==> src/rtl/data_port_pkg.sv <==
// Shared encodings for the CPU data-side port and its downstream targets.
package data_port_pkg;

    localparam logic [1:0] SZ_BYTE = 2'b00;
    localparam logic [1:0] SZ_HALF = 2'b01;
    localparam logic [1:0] SZ_WORD = 2'b10;

    localparam int CH_UNCACHED = 0;
    localparam int CH_DCACHE   = 1;

endpackage

==> src/rtl/inflight_tracker.sv <==
// Tracks accepted-but-unanswered transactions, the channel that owns them,
// and flags responses arriving from a channel that has nothing in flight.
module inflight_tracker
    import data_port_pkg::*;
#(
    parameter int NCH     = 2,
    parameter int MAX_OUT = 4,
    parameter int SW      = $clog2(NCH),
    parameter int CW      = $clog2(MAX_OUT + 1)
) (
    input  logic           clk,
    input  logic           resetn,
    input  logic           cpu_req,
    input  logic [SW-1:0]  cpu_sel,
    input  logic           sel_addr_ok,
    input  logic [NCH-1:0] dn_data_ok,
    output logic           allow,
    output logic           cpu_addr_ok,
    output logic           cpu_data_ok,
    output logic [SW-1:0]  cur_ch,
    output logic [CW-1:0]  cnt,
    output logic           busy,
    output logic           err_stray
);

    logic [CW-1:0]  cnt_q, cnt_d;
    logic [SW-1:0]  cur_ch_q, cur_ch_d;
    logic           busy_q, busy_d;
    logic           err_q, err_d;
    logic           accept;
    logic           resp;
    logic [NCH-1:0] own_mask;

    always_comb begin
        allow       = (cnt_q < CW'(MAX_OUT)) &&
                      (cnt_q == '0 || cpu_sel == cur_ch_q);
        cpu_addr_ok = allow & sel_addr_ok;
        accept      = cpu_req & cpu_addr_ok;
        resp        = (cnt_q != '0) & dn_data_ok[cur_ch_q];
        cpu_data_ok = resp;

        // Only the owning channel may answer, and only while something is in flight.
        own_mask = '0;
        if (cnt_q != '0) begin
            own_mask = NCH'(1) << cur_ch_q;
        end

        cnt_d    = cnt_q;
        cur_ch_d = cur_ch_q;
        if (accept) begin
            cur_ch_d = cpu_sel;
        end
        if (accept && !resp) begin
            cnt_d = cnt_q + CW'(1);
        end else if (!accept && resp) begin
            cnt_d = cnt_q - CW'(1);
        end

        busy_d = (cnt_d != '0);
        err_d  = err_q | (|(dn_data_ok & ~own_mask));
    end

    always_ff @(posedge clk or negedge resetn) begin
        if (!resetn) begin
            cnt_q    <= '0;
            cur_ch_q <= '0;
            busy_q   <= 1'b0;
            err_q    <= 1'b0;
        end else begin
            cnt_q    <= cnt_d;
            cur_ch_q <= cur_ch_d;
            busy_q   <= busy_d;
            err_q    <= err_d;
        end
    end

    assign cur_ch    = cur_ch_q;
    assign cnt       = cnt_q;
    assign busy      = busy_q;
    assign err_stray = err_q;

endmodule

==> src/rtl/data_port_router.sv <==
// N-channel router for the CPU data-side sram-like port with in-order
// response tracking, so the select may change while requests are in flight.
module data_port_router
    import data_port_pkg::*;
#(
    parameter int             NCH        = 2,
    parameter int             AW         = 32,
    parameter int             DW         = 32,
    parameter int             MAX_OUT    = 4,
    parameter logic [NCH-1:0] FORCE_WORD = NCH'(2'b10),
    parameter int             SW         = $clog2(NCH),
    parameter int             CW         = $clog2(MAX_OUT + 1)
) (
    input  logic              clk,
    input  logic              resetn,
    input  logic              cpu_req,
    input  logic              cpu_wr,
    input  logic [1:0]        cpu_size,
    input  logic [AW-1:0]     cpu_addr,
    input  logic [DW-1:0]     cpu_wdata,
    input  logic [SW-1:0]     cpu_sel,
    output logic              cpu_addr_ok,
    output logic              cpu_data_ok,
    output logic [DW-1:0]     cpu_rdata,
    output logic [NCH-1:0]    dn_req,
    output logic [NCH-1:0]    dn_wr,
    output logic [2*NCH-1:0]  dn_size,
    output logic [AW*NCH-1:0] dn_addr,
    output logic [DW*NCH-1:0] dn_wdata,
    input  logic [DW*NCH-1:0] dn_rdata,
    input  logic [NCH-1:0]    dn_addr_ok,
    input  logic [NCH-1:0]    dn_data_ok,
    output logic [CW-1:0]     outstanding,
    output logic              busy,
    output logic              err_stray
);

    logic          allow;
    logic          sel_addr_ok;
    logic [SW-1:0] cur_ch;

    assign sel_addr_ok = dn_addr_ok[cpu_sel];

    inflight_tracker #(
        .NCH     (NCH),
        .MAX_OUT (MAX_OUT),
        .SW      (SW),
        .CW      (CW)
    ) u_tracker (
        .clk         (clk),
        .resetn      (resetn),
        .cpu_req     (cpu_req),
        .cpu_sel     (cpu_sel),
        .sel_addr_ok (sel_addr_ok),
        .dn_data_ok  (dn_data_ok),
        .allow       (allow),
        .cpu_addr_ok (cpu_addr_ok),
        .cpu_data_ok (cpu_data_ok),
        .cur_ch      (cur_ch),
        .cnt         (outstanding),
        .busy        (busy),
        .err_stray   (err_stray)
    );

    // Request fields are broadcast; only the channel seeing dn_req acts.
    for (genvar i = 0; i < NCH; i++) begin : g_ch
        assign dn_req[i]              = cpu_req & allow & (cpu_sel == SW'(i));
        assign dn_wr[i]               = cpu_wr;
        assign dn_size[2*i +: 2]      = FORCE_WORD[i] ? SZ_WORD : cpu_size;
        assign dn_addr[AW*i +: AW]    = cpu_addr;
        assign dn_wdata[DW*i +: DW]   = cpu_wdata;
    end

    always_comb begin
        cpu_rdata = dn_rdata[int'(cur_ch)*DW +: DW];
    end

endmodule

==> config.mk <==
export PLATFORM = sky130hd
export DESIGN_NAME = data_port_router
export DESIGN_NICKNAME = d
export VERILOG_FILES = /design/src/rtl/data_port_pkg.sv /design/src/rtl/inflight_tracker.sv /design/src/rtl/data_port_router.sv
export SDC_FILE = /design/constraint.sdc
export NUM_CORES = 1
export LEC_CHECK = 0
export ABC_CLOCK_PERIOD_IN_PS = 4400
export CAP_MARGIN = 10
export CORE_AREA = 10 10 114 116
export DETAILED_ROUTE_END_ITERATION = 10
export DIE_AREA = 0 0 124 126
export GPL_TIMING_DRIVEN = 0
export PLACE_DENSITY = 0.74
export RECOVER_POWER = 100
export SKIP_CTS_REPAIR_TIMING = 1
export SYNTH_ARGS = -nofsm -noshare
export SYNTH_HDL_FRONTEND = slang
export SYNTH_SLANG_ARGS = --single-unit
==> constraint.sdc <==
create_clock -name clk -period 4.4 [get_ports clk]
set_input_delay 1.32 -clock clk [delete_from_list [all_inputs] [get_ports clk]]
set_output_delay 1.32 -clock clk [all_outputs]
set_load 0.005 [all_outputs]
==> metrics.csv, run 1 <==
stage,metric,value,unit
placement,place_inst,601,
cts,h-tree-depth,1,
placement,dp_hpwl,9.086,mm
global_routing,grt_pass1_wl,13.50,mm
cts,clkTransAtPathRegs,0.04,ns
hold_path,hp-class,register to register,
route,wire_per_inst,16.01,um
timing,setup_viol,0,
logic_synthesis,ys_seq_area_share,8.059,%
die,die_y,126,um
critical_path,crit_arrival,2.77,ns
die,core_area,10700,um^2
cts,clockRootBuffer,clkbuf_8,
critical_path,start_kind,input port,
run,maxCapViolCount,0,
finish,nets,608,
logic_synthesis,synth_area,1863,um^2
die,dieArea,15620,um^2
finish,num_antenna_cells,0,
hold_path,min_to,u_tracker.err_stray,
global_routing,grt_max_degree,11,
route,drt-pass1-iter-count,4,
logic_synthesis,syn_inst,217,
cts,clk_latency,0.23,ns
logic_synthesis,ys_top_cells_by_area,"buf_4 (54%), mux2_2 (20%), dfrtp_1 (8.1%), mux2i_1 (2.1%), ha_1 (2.0%)",
pwr,vdd_drop_max,0.1210,mV
hold_path,hp-start,u_tracker.err_stray,
timing,fin_crit,4.086,ns
critical_path,cp.required,3.08,ns
logic_synthesis,ys_ff_latch,6,
cts,cts_tree,built,
timing,setup_ws,0.3136,ns
finish,area_growth,141.6,%
critical_path,r2r-start,u_tracker.cnt[0],
timing,finalSetupTns,0,ns
route,first_iter_violations,27,
route,antenna_left,0,
timing,hold_viol_final,0,
critical_path,worstSetupPathType,input port to output port,
global_routing,gr-total-overflow,0,
pwr,power_density,186.0,nW/um^2
global_routing,grt_pass1_vias,2360,
die,initial_core_util,17.42,%
timing,period_share,92.87,%
die,die_w,124,um
route,routed_wl,9.673,mm
logic_synthesis,synthesis.nets,359,
timing,holdWs,0.4688,ns
critical_path,r2r_cells,7,
route,vias,2170,
logic_synthesis,synth_area_per_cell,8.585,um^2
critical_path,reg2reg_to,u_tracker.busy,
finish,fin_util,42.07,%
critical_path,cp-end-kind,output port,
placement,gp_congestion,0.7781,
pwr,power_leakage,2.002,nW
route,routed_via_density,3.593,
timing,tightest_slew,0.6126,ns
timing,relSlewSlack,59.16,%
timing,rsz0062_at_grt,no,
global_routing,antenna_found_initial,0,
timing,slew_viol_final,0,
logic_synthesis,yosysWarnings,0,
route,drc,0,
timing,fmax,244.7,MHz
cts,clockBufferDepth,2,
finish,stdcell_count,604,
cts,cts_buffers,3,
logic_synthesis,yosys.area.top_type,buf_4,
critical_path,r2r_slack,2.41,ns
timing,fin_skew,0.001386,ns
placement,dp_slack,-0.03578,ns
logic_synthesis,synthDistinctLibCells,32,
cts,cts_sinks,6,
die,rows,38,
outcome,status,completed,
logic_synthesis,synthDominantCellAreaShare,54.00,%
hold_path,hold_path_depth,1,
critical_path,crit_fanout,4,
placement,port_buffers,244,
global_routing,grt.total_usage,10.79,%
die,pin_count,314,
finish,layout-drive-gt1-share,37.50,%
[worst max-delay path by stage]
stage / slack (ns) / end / startpoint / cells after the start
global route: 0.21 / dn_req[1] / cpu_sel / 6
detailed placement: -0.04 / dn_req[1] / cpu_sel / 6
floorplan: 1.14 / dn_req[1] / cpu_sel / 4
global placement: 0.007 / dn_req[1] / cpu_sel / 6
finish: 0.31 / cpu_data_ok / dn_data_ok[0] / 4
CTS: -0.04 / dn_req[1] / cpu_sel / 6
[flip-flops by register name, indices dropped and copies added, names as in the netlist]
| register | count |
|---|---|
| u_tracker.cnt | 3 |
| u_tracker.busy | 1 |
| u_tracker.cur_ch | 1 |
| u_tracker.err_stray | 1 |
[power by group]
group	switching, mW	internal, mW
sequential	0.0250	0.0758
clock	0.0253	0.0589
combinational	0.223	0.430
total	0.273	0.564
[synth_stat cells (all sizes together)]
master    n
xor2      2
nor2b     2
nand3     1
nor3      3
dfrtp     6
mux2     33
and2      2
o21ai     1
clkbuf    3
o21bai    2
xnor2     1
nand2     1
or4       1
ha        3
nand3b    1
a211oi    1
mux2i     4
buf     135
a22o      1
or3b      1
o22ai     1
nand2b    2
inv       3
conb      2
nor2      3
a21o      1
a31o      1
[placed cells by master, fill, tap and decap left out]
cell and instances:
nand3_1 1, and2_1 2, o22ai_1 1, a21o_1 1, ha_1 3, or4_1 1, nor2_1 2, o21bai_1 2
nand2_1 1, o21ai_0 1, mux2_2 33, nor2_2 1, or3b_1 1, clkdlybuf4s50_1 70, a31o_1 1, conb_1 2
nor3_1 2, inv_1 3, xnor2_1 1, buf_4 134, nand3b_1 1, mux2i_1 4, a22o_1 1, a211oi_4 1
nor2b_1 2, nor3_2 1, nand2b_1 2, buf_6 1, xor2_1 2, dlygate4sd3_1 173, clkbuf_1 4, clkbuf_8 3
dfrtp_1 6
[critical path, cell delays in order]
cell	delay [ns]
dlygate4sd3_1	0.57
mux2i_1	0.32
nor2_2	0.08
clkdlybuf4s50_1	0.47
[layout make-up]
class,instances,area [um^2]
Multi-Input combinational cell,70,658.1
Fill cell,1027,6197
Buffer,138,1028
Clock buffer,3,41.29
Inverter,3,11.26
Tap cell,140,175.2
Sequential cell,6,150.1
Timing Repair Buffer,244,2436
[routing by layer]
layer,vias to the layer above,share of wire (%),global-route usage (%)
met3,4,16,5.451
li1,1059,-,-
met4,0,0.39,1.220
met1,948,29,9.360
met5,-,0,0
met2,159,55,21.67
[cells by family after synthesis]
kind of cell / Yosys count / share of synthesized area (%)
adders and majority gates: 3 / 2.015
AOI/OAI and AO/OA: 8 / 3.828
and+or+nand+nor: 17 / 5.977
other: 2 / 0.4031
xor gates and xnor gates: 3 / 1.814
DFF: 6 / 8.059
muxes: 37 / 22.10
buffers and inverters: 141 / 55.81
[stage by stage]
| step | power [mW] | instance area (um^2) |
|---|---|---|
| floorplan | 0.4300 | 1863 |
| global placement | 0.8182 | 4481 |
| detailed placement | 0.8269 | 4481 |
| CTS | 0.9174 | 4522 |
| global route | 0.9110 | 4501 |
| finish | 0.8372 | 4501 |
Note: power is estimated with default switching activity, not from simulation.
==> inputs of run 2 (changes only) <==
--- a/config.mk
+++ b/config.mk
@@ -7,13 +7,15 @@
 export LEC_CHECK = 0
 export ABC_CLOCK_PERIOD_IN_PS = 4400
 export CAP_MARGIN = 10
-export CORE_AREA = 10 10 114 116
+export CORE_AREA = 10 10 113 115
+export CTS_CLUSTER_SIZE = 28
 export DETAILED_ROUTE_END_ITERATION = 10
-export DIE_AREA = 0 0 124 126
+export DIE_AREA = 0 0 123 125
 export GPL_TIMING_DRIVEN = 0
-export PLACE_DENSITY = 0.74
+export PLACE_DENSITY = 0.76
 export RECOVER_POWER = 100
 export SKIP_CTS_REPAIR_TIMING = 1
 export SYNTH_ARGS = -nofsm -noshare
 export SYNTH_HDL_FRONTEND = slang
+export SYNTH_HIERARCHICAL = 1
 export SYNTH_SLANG_ARGS = --single-unit
==> run 2 against run 1 <==
  * Total power is 43% higher
  * Clock skew is 0.0026 ns higher
  * Sequential share of layout area is 0.12 points lower
  * Critical path type unchanged
  * Critical endpoint is now cpu_addr_ok
  * Largest power group unchanged
  * Highest routed layer unchanged
==> metrics.csv, run 2 <==
stage,metric,value,unit
outcome,status,completed,
cts,cts_tree,built,
die,die_w,123,um
timing,slew_viol_final,0,
critical_path,crit_top_cell,dlygate4sd3_1,
timing,fmax,237.8,MHz
route,drc,0,
logic_synthesis,ys_seq_area_share,7.430,%
finish,layout_commonest_cell,dlygate4sd3_1,
timing,fin_crit,4.205,ns
cts,cts_buffers,3,
logic_synthesis,synthDominantCellAreaShare,49.78,%
cts,h-tree-depth,1,
global_routing,grt.total_usage,14.13,%
placement,port_buffers,244,
global_routing,grt_pass1_vias,2163,
critical_path,cp.required,3.08,ns
route,antenna_left,0,
die,rows,38,
critical_path,worstSetupPathType,input port to output port,
critical_path,critical_path.top_delay_family,buffers and inverters,
finish,nets,609,
route,first_iter_violations,28,
critical_path,crit_fanout,2,
route,routed_wl,12.11,mm
hold_path,hp-class,register to register,
finish,layout-drive-gt1-share,38.49,%
critical_path,max_stage_delay,0.59,ns
logic_synthesis,synthMostInstantiatedCell,buf_4,
cts,clockRootBuffer,clkbuf_8,
critical_path,crit_arrival,2.88,ns
critical_path,slowest_stage,dlygate4sd3_1,
timing,relSlewSlack,60.04,%
cts,clockBufferDepth,2,
route,drt-pass1-iter-count,4,
die,initial_core_util,19.06,%
timing,period_share,95.56,%
timing,tightest_slew,0.5987,ns
die,pin_count,314,
logic_synthesis,synthDistinctLibCells,34,
route,vias,2194,
cts,clk_latency,0.22,ns
logic_synthesis,yosys.area.top_type,buf_4,
finish,area_growth,131.1,%
cts,cts_sinks,6,
die,die_y,125,um
logic_synthesis,synth_area_per_cell,9.312,um^2
critical_path,start_kind,input port,
pwr,power_density,257.1,nW/um^2
critical_path,cp-end-kind,output port,
placement,gp_congestion,0.8444,
run,maxCapViolCount,0,
logic_synthesis,synth-edff-count,0,
logic_synthesis,ys_ff_latch,6,
pwr,p_total,1.201,mW
timing,rsz0062_at_grt,no,
global_routing,gr-total-overflow,0,
logic_synthesis,syn_inst,217,
logic_synthesis,synth_area,2021,um^2
placement,dp_hpwl,11.58,mm
die,dieArea,15380,um^2
critical_path,crit_chain,"dlygate4sd3_1, mux2_2, nor3b_2, dlygate4sd3_1",
critical_path,cp_num_buf_inv,2,
finish,num_antenna_cells,0,
global_routing,grt_pass1_wl,16.35,mm
route,routed_via_density,3.626,
pwr,vdd_drop_max,0.3289,mV
global_routing,antenna_found_initial,0,
finish,layout_common_cells,"dlygate4sd3_1 (174), buf_4 (135), clkdlybuf4s50_1 (69), mux2_4 (30), dfrtp_1 (6)",
finish,fillers,1011,
timing,setup_viol,0,
die,core_area,10600,um^2
timing,finalSetupTns,0,ns
logic_synthesis,yosysWarnings,6,
pwr,power_leakage,2.164,nW
route,wire_per_inst,20.02,um
global_routing,grt_max_degree,11,
cts,clkTransAtPathRegs,0.03,ns
logic_synthesis,synthesis.nets,359,
timing,fin_skew,0.003955,ns
timing,hold_viol_final,0,
logic_synthesis,ys.flop_type,dfrtp_1,
logic_synthesis,synthTopCellsByCount,"buf_4 (134), mux2_4 (30), dfrtp_1 (6), mux2_2 (4), nor2_1 (4)",
finish,largest_reg_flops,3,
logic_synthesis,ys_top_cells_by_area,"buf_4 (50%), mux2_4 (22%), dfrtp_1 (7.4%), buf_12 (3.0%), mux2_2 (2.2%)",
logic_synthesis,async_flop_share,100.0,%
run 2: cell count changes in the layout (fill, tap and decap cells not counted), sizes merged, moves of 2 or more:
cell    previous run  this run
buf              135       139
clkbuf             7         3
mux2              33        35
mux2i              4         1
nor2               3         5
nor2b              2         0
nor3               3         0
o211ai             0         2
o21bai             2         0
xnor2              1         3
xor2               2         0
run 2: cell families (layout without fill, tap and decap cells):
group,Yosys count,count (layout),synth area share [%]
buffers and inverters,141,389,53.87
multiplexers,36,36,25.57
AND/OR/NAND/NOR,17,17,4.769
AO/OA/AOI/OAI,9,9,4.458
flip-flops,6,6,7.430
adder cells (fa/ha/maj),3,3,1.858
XOR/XNOR,3,3,1.672
other,2,2,0.3717
run 2: worst register-to-register path, delay by kind of cell (launching register included):
kind	cells	cell delay, ns
AO/OA/AOI/OAI	3	0.77
flip-flops	1	0.44
AND/OR/NAND/NOR	1	0.41
buffers and inverters	1	0.13
adder cells (fa/ha/maj)	1	0.21
run 2: cell type report:
| cell class | instances | area, um^2 | area share [%] |
|---|---|---|---|
| timing repair buffer | 245 | 2452 | 52.52 |
| buffer | 138 | 1077 | 23.07 |
| multi-input combinational | 70 | 762.0 | 16.32 |
| tap | 140 | 175.2 | 3.751 |
| sequential | 6 | 150.1 | 3.215 |
| clock buffer | 3 | 41.29 | 0.8842 |
| inverter | 3 | 11.26 | 0.2412 |
run 2: per-layer routing:
| layer | part of all wire (%) | global-route usage [%] |
|---|---|---|
| met3 | 6.2 | 2.610 |
| met5 | 0 | 0 |
| met1 | 35 | 14.99 |
| met4 | 0.24 | 0.8225 |
| met2 | 59 | 28.65 |
run 2: power by group:
part | internal [mW] | switching (mW) | leakage, nW | total [mW]
Combinational | 0.660 | 0.344 | 2.08 | 1.00
Sequential | 0.0786 | 0.0363 | 0.0657 | 0.115
Clock | 0.0587 | 0.0227 | 0.0216 | 0.0813
run 2: final timing paths:
check	from	cells past startpoint	slack, ns	to
worst max-delay path	dn_addr_ok[1]	4	0.20	cpu_addr_ok
worst min-delay path	u_tracker/err_stray	1	0.47	u_tracker/err_stray
worst max register to register	u_tracker/cnt[0]	6	2.30	u_tracker/busy
worst min register to register	u_tracker/err_stray	1	0.47	u_tracker/err_stray
max in group asynchronous	resetn	1	2.78	u_tracker/cnt[0]
min in group asynchronous	resetn	1	1.41	u_tracker/busy
run 2: stage by stage:
stage	worst slack (ns)	hold WS, ns	util (%)	std cells	instance area [um^2]
2_1_floorplan	1.256	0.4590	-	217	2021
3_3_place_gp	0.08218	0.4642	43.75	601	4638
3_5_place_dp	0.05423	0.4766	43.75	601	4638
4_1_cts	0.04814	0.4887	44.14	604	4679
5_1_grt	0.1526	0.4911	44.04	605	4669
6_report	0.1955	0.4734	44.04	605	4669
